**config.mk**
```make
export PLATFORM = sky130hd
export DESIGN_NAME = id_stage_flat
export DESIGN_NICKNAME = d
export VERILOG_FILES = /design/src/rtl/id_stage_if.sv /design/src/rtl/id_stage.sv /design/src/flat_wrapper.sv
export SDC_FILE = /design/constraint.sdc
export NUM_CORES = 2
export LEC_CHECK = 0
export CAP_MARGIN = 20
export CORE_MARGIN = 2
export CORE_UTILIZATION = 60
export DETAILED_ROUTE_END_ITERATION = 8
export GPL_ROUTABILITY_DRIVEN = 0
export GPL_TIMING_DRIVEN = 0
export MAX_ROUTING_LAYER = met4
export PLACE_DENSITY_LB_ADDON = 0.12
export SYNTH_ARGS = -nofsm -noshare
export SYNTH_HDL_FRONTEND = slang
export SYNTH_SLANG_ARGS = --single-unit
```
**constraint.sdc**
```tcl
create_clock -name clk -period 3.8 [get_ports clk]
set_clock_uncertainty 0.15 [all_clocks]
set_input_delay 0.38 -clock clk [delete_from_list [all_inputs] [get_ports clk]]
set_output_delay 0.38 -clock clk [all_outputs]
set_load 0.01 [all_outputs]
```
**src/rtl/id_stage_if.sv**
```systemverilog
// Bus bundle for the decode stage: IF/ID payload in, ID/EX payload out,
// pipeline control and the writeback register-file port.
interface id_stage_if;

  typedef struct packed {
    logic [31:0] pc;
    logic [31:0] pcplus4;
    logic [31:0] instr;
  } if_id_t;

  typedef struct packed {
    logic        valid;
    logic [31:0] pc;
    logic [31:0] pcplus4;
    logic [4:0]  rs1;
    logic [4:0]  rs2;
    logic [4:0]  rd;
    logic [31:0] rs1_data;
    logic [31:0] rs2_data;
    logic [31:0] imm;
    logic [2:0]  funct3;
    logic [3:0]  alu_op;
    logic        alu_src_imm;
    logic        reg_write;
    logic        mem_read;
    logic        mem_write;
    logic        branch;
    logic        jal;
    logic        jalr;
    logic        illegal;
  } id_ex_t;

  logic        stall;
  logic        flush;
  if_id_t      in;
  logic        wb_we;
  logic [4:0]  wb_rd;
  logic [31:0] wb_data;
  id_ex_t      out;

  modport master (output stall, flush, in, wb_we, wb_rd, wb_data, input out);
  modport slave  (input stall, flush, in, wb_we, wb_rd, wb_data, output out);

endinterface

```
**src/rtl/id_stage.sv**
```systemverilog
// RV32I instruction decode stage: IF/ID pc alignment, combinational decode,
// 31x32 register file with write-first bypass, and the ID/EX pipeline register.
module id_stage (
  input logic       clk,
  input logic       rst,
  id_stage_if.slave bus
);

  localparam logic [6:0] OPC_LUI    = 7'b0110111;
  localparam logic [6:0] OPC_AUIPC  = 7'b0010111;
  localparam logic [6:0] OPC_JAL    = 7'b1101111;
  localparam logic [6:0] OPC_JALR   = 7'b1100111;
  localparam logic [6:0] OPC_BRANCH = 7'b1100011;
  localparam logic [6:0] OPC_LOAD   = 7'b0000011;
  localparam logic [6:0] OPC_STORE  = 7'b0100011;
  localparam logic [6:0] OPC_OP_IMM = 7'b0010011;
  localparam logic [6:0] OPC_OP     = 7'b0110011;

  localparam logic [3:0] ALU_ADD   = 4'd0;
  localparam logic [3:0] ALU_SUB   = 4'd1;
  localparam logic [3:0] ALU_SLL   = 4'd2;
  localparam logic [3:0] ALU_SLT   = 4'd3;
  localparam logic [3:0] ALU_SLTU  = 4'd4;
  localparam logic [3:0] ALU_XOR   = 4'd5;
  localparam logic [3:0] ALU_SRL   = 4'd6;
  localparam logic [3:0] ALU_SRA   = 4'd7;
  localparam logic [3:0] ALU_OR    = 4'd8;
  localparam logic [3:0] ALU_AND   = 4'd9;
  localparam logic [3:0] ALU_PASSB = 4'd10;

  // Arithmetic op from funct3; alt selects SUB (000) or SRA (101).
  function automatic logic [3:0] alu_from_f3(input logic [2:0] f3, input logic alt);
    logic [3:0] op;
    case (f3)
      3'b000:  op = alt ? ALU_SUB : ALU_ADD;
      3'b001:  op = ALU_SLL;
      3'b010:  op = ALU_SLT;
      3'b011:  op = ALU_SLTU;
      3'b100:  op = ALU_XOR;
      3'b101:  op = alt ? ALU_SRA : ALU_SRL;
      3'b110:  op = ALU_OR;
      3'b111:  op = ALU_AND;
      default: op = ALU_ADD;
    endcase
    return op;
  endfunction

  // IF/ID state: pc of the instruction currently on in.instr
  logic [31:0] pc_q, pcplus4_q;
  logic        valid_q;
  logic [31:0] rf_q [1:31];

  // Field extraction
  logic [31:0] instr_s;
  logic [6:0]  opcode_s;
  logic [4:0]  rd_fld_s, rs1_s, rs2_s;
  logic [2:0]  funct3_s;
  logic [31:0] imm_i_s, imm_s_s, imm_b_s, imm_u_s, imm_j_s;

  assign instr_s  = bus.in.instr;
  assign opcode_s = instr_s[6:0];
  assign rd_fld_s = instr_s[11:7];
  assign funct3_s = instr_s[14:12];
  assign rs1_s    = instr_s[19:15];
  assign rs2_s    = instr_s[24:20];

  assign imm_i_s = {{20{instr_s[31]}}, instr_s[31:20]};
  assign imm_s_s = {{20{instr_s[31]}}, instr_s[31:25], instr_s[11:7]};
  assign imm_b_s = {{19{instr_s[31]}}, instr_s[31], instr_s[7], instr_s[30:25], instr_s[11:8], 1'b0};
  assign imm_u_s = {instr_s[31:12], 12'd0};
  assign imm_j_s = {{11{instr_s[31]}}, instr_s[31], instr_s[19:12], instr_s[20], instr_s[30:21], 1'b0};

  // Register read with write-first bypass from the writeback port
  logic [31:0] rs1_data_d, rs2_data_d;
  assign rs1_data_d = (rs1_s == 5'd0) ? 32'd0 :
                      (bus.wb_we && (bus.wb_rd == rs1_s)) ? bus.wb_data : rf_q[rs1_s];
  assign rs2_data_d = (rs2_s == 5'd0) ? 32'd0 :
                      (bus.wb_we && (bus.wb_rd == rs2_s)) ? bus.wb_data : rf_q[rs2_s];

  // Decode outputs
  logic [31:0] imm_d;
  logic [3:0]  alu_op_d;
  logic        alu_src_imm_d, writes_rd_s, mem_read_d, mem_write_d;
  logic        branch_d, jal_d, jalr_d, illegal_d, reg_write_d;
  logic [4:0]  rd_d;

  // Opcode decode into immediate, ALU op and control bits
  always_comb begin
    imm_d         = 32'd0;
    alu_op_d      = ALU_ADD;
    alu_src_imm_d = 1'b0;
    writes_rd_s   = 1'b0;
    mem_read_d    = 1'b0;
    mem_write_d   = 1'b0;
    branch_d      = 1'b0;
    jal_d         = 1'b0;
    jalr_d        = 1'b0;
    illegal_d     = 1'b0;
    case (opcode_s)
      OPC_LUI: begin
        imm_d = imm_u_s; alu_op_d = ALU_PASSB; alu_src_imm_d = 1'b1; writes_rd_s = 1'b1;
      end
      OPC_AUIPC: begin
        imm_d = imm_u_s; alu_src_imm_d = 1'b1; writes_rd_s = 1'b1;
      end
      OPC_JAL: begin
        imm_d = imm_j_s; jal_d = 1'b1; writes_rd_s = 1'b1;
      end
      OPC_JALR: begin
        imm_d = imm_i_s; jalr_d = 1'b1; alu_src_imm_d = 1'b1; writes_rd_s = 1'b1;
      end
      OPC_BRANCH: begin
        imm_d    = imm_b_s;
        branch_d = 1'b1;
        case (funct3_s[2:1])
          2'b10:   alu_op_d = ALU_SLT;
          2'b11:   alu_op_d = ALU_SLTU;
          default: alu_op_d = ALU_SUB;
        endcase
      end
      OPC_LOAD: begin
        imm_d = imm_i_s; mem_read_d = 1'b1; alu_src_imm_d = 1'b1; writes_rd_s = 1'b1;
      end
      OPC_STORE: begin
        imm_d = imm_s_s; mem_write_d = 1'b1; alu_src_imm_d = 1'b1;
      end
      OPC_OP_IMM: begin
        imm_d         = imm_i_s;
        alu_src_imm_d = 1'b1;
        writes_rd_s   = 1'b1;
        // only the shift-right encoding uses funct7[5] for immediates
        alu_op_d      = alu_from_f3(funct3_s, instr_s[30] && (funct3_s == 3'b101));
      end
      OPC_OP: begin
        writes_rd_s = 1'b1;
        alu_op_d    = alu_from_f3(funct3_s, instr_s[30]);
      end
      default: begin
        illegal_d = 1'b1;
      end
    endcase
  end

  // Writes to x0 are dropped at decode so downstream hazard logic never sees rd=0 writes
  assign reg_write_d = writes_rd_s && (rd_fld_s != 5'd0);
  assign rd_d        = reg_write_d ? rd_fld_s : 5'd0;

  // IF/ID register: align pc with the synchronous-BRAM instruction word
  always_ff @(posedge clk) begin
    if (rst) begin
      pc_q      <= 32'd0;
      pcplus4_q <= 32'd0;
      valid_q   <= 1'b0;
    end else if (!bus.stall) begin
      pc_q      <= bus.in.pc;
      pcplus4_q <= bus.in.pcplus4;
      valid_q   <= 1'b1;
    end
  end

  // Register file write port; contents survive reset, writes during reset are dropped
  always_ff @(posedge clk) begin
    if (!rst && bus.wb_we && (bus.wb_rd != 5'd0)) begin
      rf_q[bus.wb_rd] <= bus.wb_data;
    end
  end

  // ID/EX register: reset dominates flush, flush dominates stall
  always_ff @(posedge clk) begin
    if (rst) begin
      bus.out <= '0;
    end else if (bus.flush) begin
      bus.out <= '0;
    end else if (!bus.stall) begin
      bus.out.valid       <= valid_q;
      bus.out.pc          <= pc_q;
      bus.out.pcplus4     <= pcplus4_q;
      bus.out.rs1         <= rs1_s;
      bus.out.rs2         <= rs2_s;
      bus.out.rd          <= rd_d;
      bus.out.rs1_data    <= rs1_data_d;
      bus.out.rs2_data    <= rs2_data_d;
      bus.out.imm         <= imm_d;
      bus.out.funct3      <= funct3_s;
      bus.out.alu_op      <= alu_op_d;
      bus.out.alu_src_imm <= alu_src_imm_d;
      bus.out.reg_write   <= reg_write_d;
      bus.out.mem_read    <= mem_read_d;
      bus.out.mem_write   <= mem_write_d;
      bus.out.branch      <= branch_d;
      bus.out.jal         <= jal_d;
      bus.out.jalr        <= jalr_d;
      bus.out.illegal     <= illegal_d;
    end
  end

endmodule

```
**src/flat_wrapper.sv**
```systemverilog
// flat-port wrapper written by rule: the top's interface ports become plain ports
module id_stage_flat 
  (clk, rst, bus_stall, bus_flush, bus_in, bus_wb_we, bus_wb_rd, bus_wb_data, bus_out);
  id_stage_if bus_i ();
  input logic clk;
  input logic rst;
  input wire logic [$bits(bus_i.stall)-1:0] bus_stall;
  input wire logic [$bits(bus_i.flush)-1:0] bus_flush;
  input wire logic [$bits(bus_i.in)-1:0] bus_in;
  input wire logic [$bits(bus_i.wb_we)-1:0] bus_wb_we;
  input wire logic [$bits(bus_i.wb_rd)-1:0] bus_wb_rd;
  input wire logic [$bits(bus_i.wb_data)-1:0] bus_wb_data;
  output wire logic [$bits(bus_i.out)-1:0] bus_out;
  assign bus_i.stall = bus_stall;
  assign bus_i.flush = bus_flush;
  assign bus_i.in = bus_in;
  assign bus_i.wb_we = bus_wb_we;
  assign bus_i.wb_rd = bus_wb_rd;
  assign bus_i.wb_data = bus_wb_data;
  assign bus_out = bus_i.out;
  id_stage u_core (.clk(clk), .rst(rst), .bus(bus_i));
endmodule
```
==> metrics.txt <==
VDD IR max slightly below 0.5 mV; gate count after technology mapping 3437; crit path kind in2reg; Final setup viols 8; DRT Wirelength approximately 210 mm; Hold Fails Final Rpt 0; crit path capture type flop; Worst EP arrival around 4.4 ns; hpwl dp 140 mm; hold path endpoint u_core.pc_q[15]; RSZ-0062 raised after global routing no; Routed WL per cell about 40 um; most frequent cells in the layout 992 x edfxtp_1, 384 x mux2i_1, 363 x mux4_2; Clk Latency, worst-skew pair 0.80 ns; area delta synth->final 19.7%; Slew Limit Headroom 6.95%; gr busiest metal met2; GRT met2 Usage 61.1%; initial antenna violation count 22; min-delay src bus_in[79]; cell area after synthesis ~55000 um^2; Post-Place Cells 4991; Slew Limit Fails 0; r2r startpoint u_core.rf_q[4][23]; initial core utilization between 60% and 70%; Final TNS setup -0.439 ns; vias in the first global route 38693; # DRC 126; post-synth top area cell edfxtp_1; met1 usage 53.5%; CP Launch Type input port; Mapped Nets 3575; maximum clock path buffer count 3; Max Freq 255 MHz; final hold slack approximately 0.11 ns; reg2reg end u_core.bus.out[102]; yosys synthesis warning count 0; top post-synthesis cells by area edfxtp_1 54%, mux4_2 15%, dfxtp_1 9.3%; Core Util, Final 72.3%; worst-path maximum fanout 10; violated checks DRC, setup timing; setup bufs post-CTS 0; critical path cell sequence clkdlybuf4s50_1 -> buf_2 -> buf_2 -> buf_1 -> mux4_2 -> a211oi_1 -> o41ai_1; crit path time final 3.93 ns; core box area 91500 um^2; clk root buf clkbuf_16; Syn Area/Cell 16.1 um^2; sequential element share of the synthesized area roughly 63%; H-tree depth 4; Cell Count, Final, Fillers Out 5285; Min-Delay Path Depth 3; I/O pins 329; Synth Flop Type edfxtp_1; CTS buffer count 134; Pre-antenna DRT Iters 9; Overflow after GRT 0; largest net degree at the start of global routing 34; final net count 4108; count of different cell masters after synthesis 68; Crit path top cell by count buf_2; Die Span X around 300 um; Post-DRT Antenna Nets 0; most common cell after layout, fill and taps aside edfxtp_1; # rows approximately 110; Critical Path RT 4.26 ns; Die Area 94600 um^2; layout cell share with drive strength beyond 1 about a fifth; FFs w/ async S/R, synth 0%; first-pass GRT wire length 284 mm; worst min-delay path class in2reg; Seq cells post-synth 1248; routed vias/inst 7.56; r2r setup slk 1.14 ns; drt first-iter violations roughly 7900; final worst-path cycle share 103%; Layout fillers 5799; Worst path slowest cell a211oi_1; overall power between 30000 and 40000 uW; Max-cap violations 0; Die H 308 um; number of synthesized flops with an enable pin 992; GR Util met3 19.8%; Synth top area share 53.9%; status complete, but fails checks; R2R depth 5; Num Clock Sinks 1248; final worst slack -0.126 ns; power per cell area 468 nW/um^2; GRT Total Usage 45.0%; IO buf count roughly 310; vias approximately 40000; CTS tree built; CTS clk-pin slew, worst paths 0.06 ns; largest stage delay on the critical path 1.08 ns; Worst-Margin Slew 1.40 ns; P_leak 0.0222 uW
[cells in the mapped netlist (31+ instances only)]
cell and instances:
nand2_1 61, o21ai_0 55, a22oi_1 56, mux2i_1 384, nor2_1 294, o22ai_1 154
dfxtp_1 256, mux4_2 363, a211oi_1 116, buf_2 99, a21oi_1 83, edfxtp_1 992
o221ai_1 31, clkbuf_1 126
[registers in the layout (all words and copies together) (netlist names)]
signal	flops
u_core.valid_q	1
u_core.rf_q	992
u_core.bus.out	191
u_core.pcplus4_q	32
u_core.pc_q	32
[per-stage QoR]
step	worst slack (ns)	cell area [um^2]
floorplan	0.698	55300
global placement	-1.75	59900
detailed placement	-0.569	61300
CTS	0.245	65600
global route	0.0937	66100
finish	-0.126	66200
[kinds of logic after synthesis]
kind of cell,after synthesis,share of synthesized area [%]
AO/OA/AOI/OAI,625,7.97
XOR/XNOR,10,0.158
buffers and inverters,295,2.58
flip-flops,1248,63.1
multiplexers,761,22.1
AND/OR/NAND/NOR,498,4.09
[what timing repair did]
item / CTS / global route
resized for setup: 0 / 0
hold endpoints to repair: 7 / 0
hold buffers: 2 / 0
[how the worst max path moves through the flow]
stage	start	end	cells past startpoint
detailed placement	bus_in[17]	u_core.bus.out[107]	7
global route	bus_in[22]	u_core.bus.out[70]	9
floorplan	bus_wb_rd[2]	u_core.rf_q[4][0]	3
CTS	bus_in[17]	u_core.bus.out[107]	7
global placement	bus_wb_rd[0]	u_core.rf_q[20][13]	4
finish	bus_in[17]	u_core.bus.out[92]	7
[worst max-delay path, delay by kind of cell]
| family | cells | cell delay, ns |
|---|---|---|
| multiplexers | 1 | 0.42 |
| AO/OA/AOI/OAI | 2 | 1.27 |
| buffers and inverters | 4 | 2.28 |
[routing by layer]
layer	wire, um	part of all wire, %	vias up
li1	-	-	15197
met1	66400	32	19634
met2	87600	42	4102
met3	34300	17	1021
met4	18300	8.8	0
met5	0	0	-
[where the power goes]
| part | switching [uW] | internal [uW] |
|---|---|---|
| Combinational | 1850 | 1100 |
| Clock | 5500 | 7510 |
| Sequential | 117 | 14900 |
[area by class of cell]
cell class                 count  area, um^2  area share, %
sequential                  1248       34900           52.8
multi-input combinational   1894       19200           29.0
timing repair buffer         397        4770           7.22
clock buffer                 181        3770           5.70
tap                         1186        1480           2.24
buffer                       286        1400           2.11
clock inverter                60         534          0.808
antenna                       24        60.1         0.0908
inverter                       9        33.8         0.0511
Note: power is estimated with default switching activity, not from simulation.
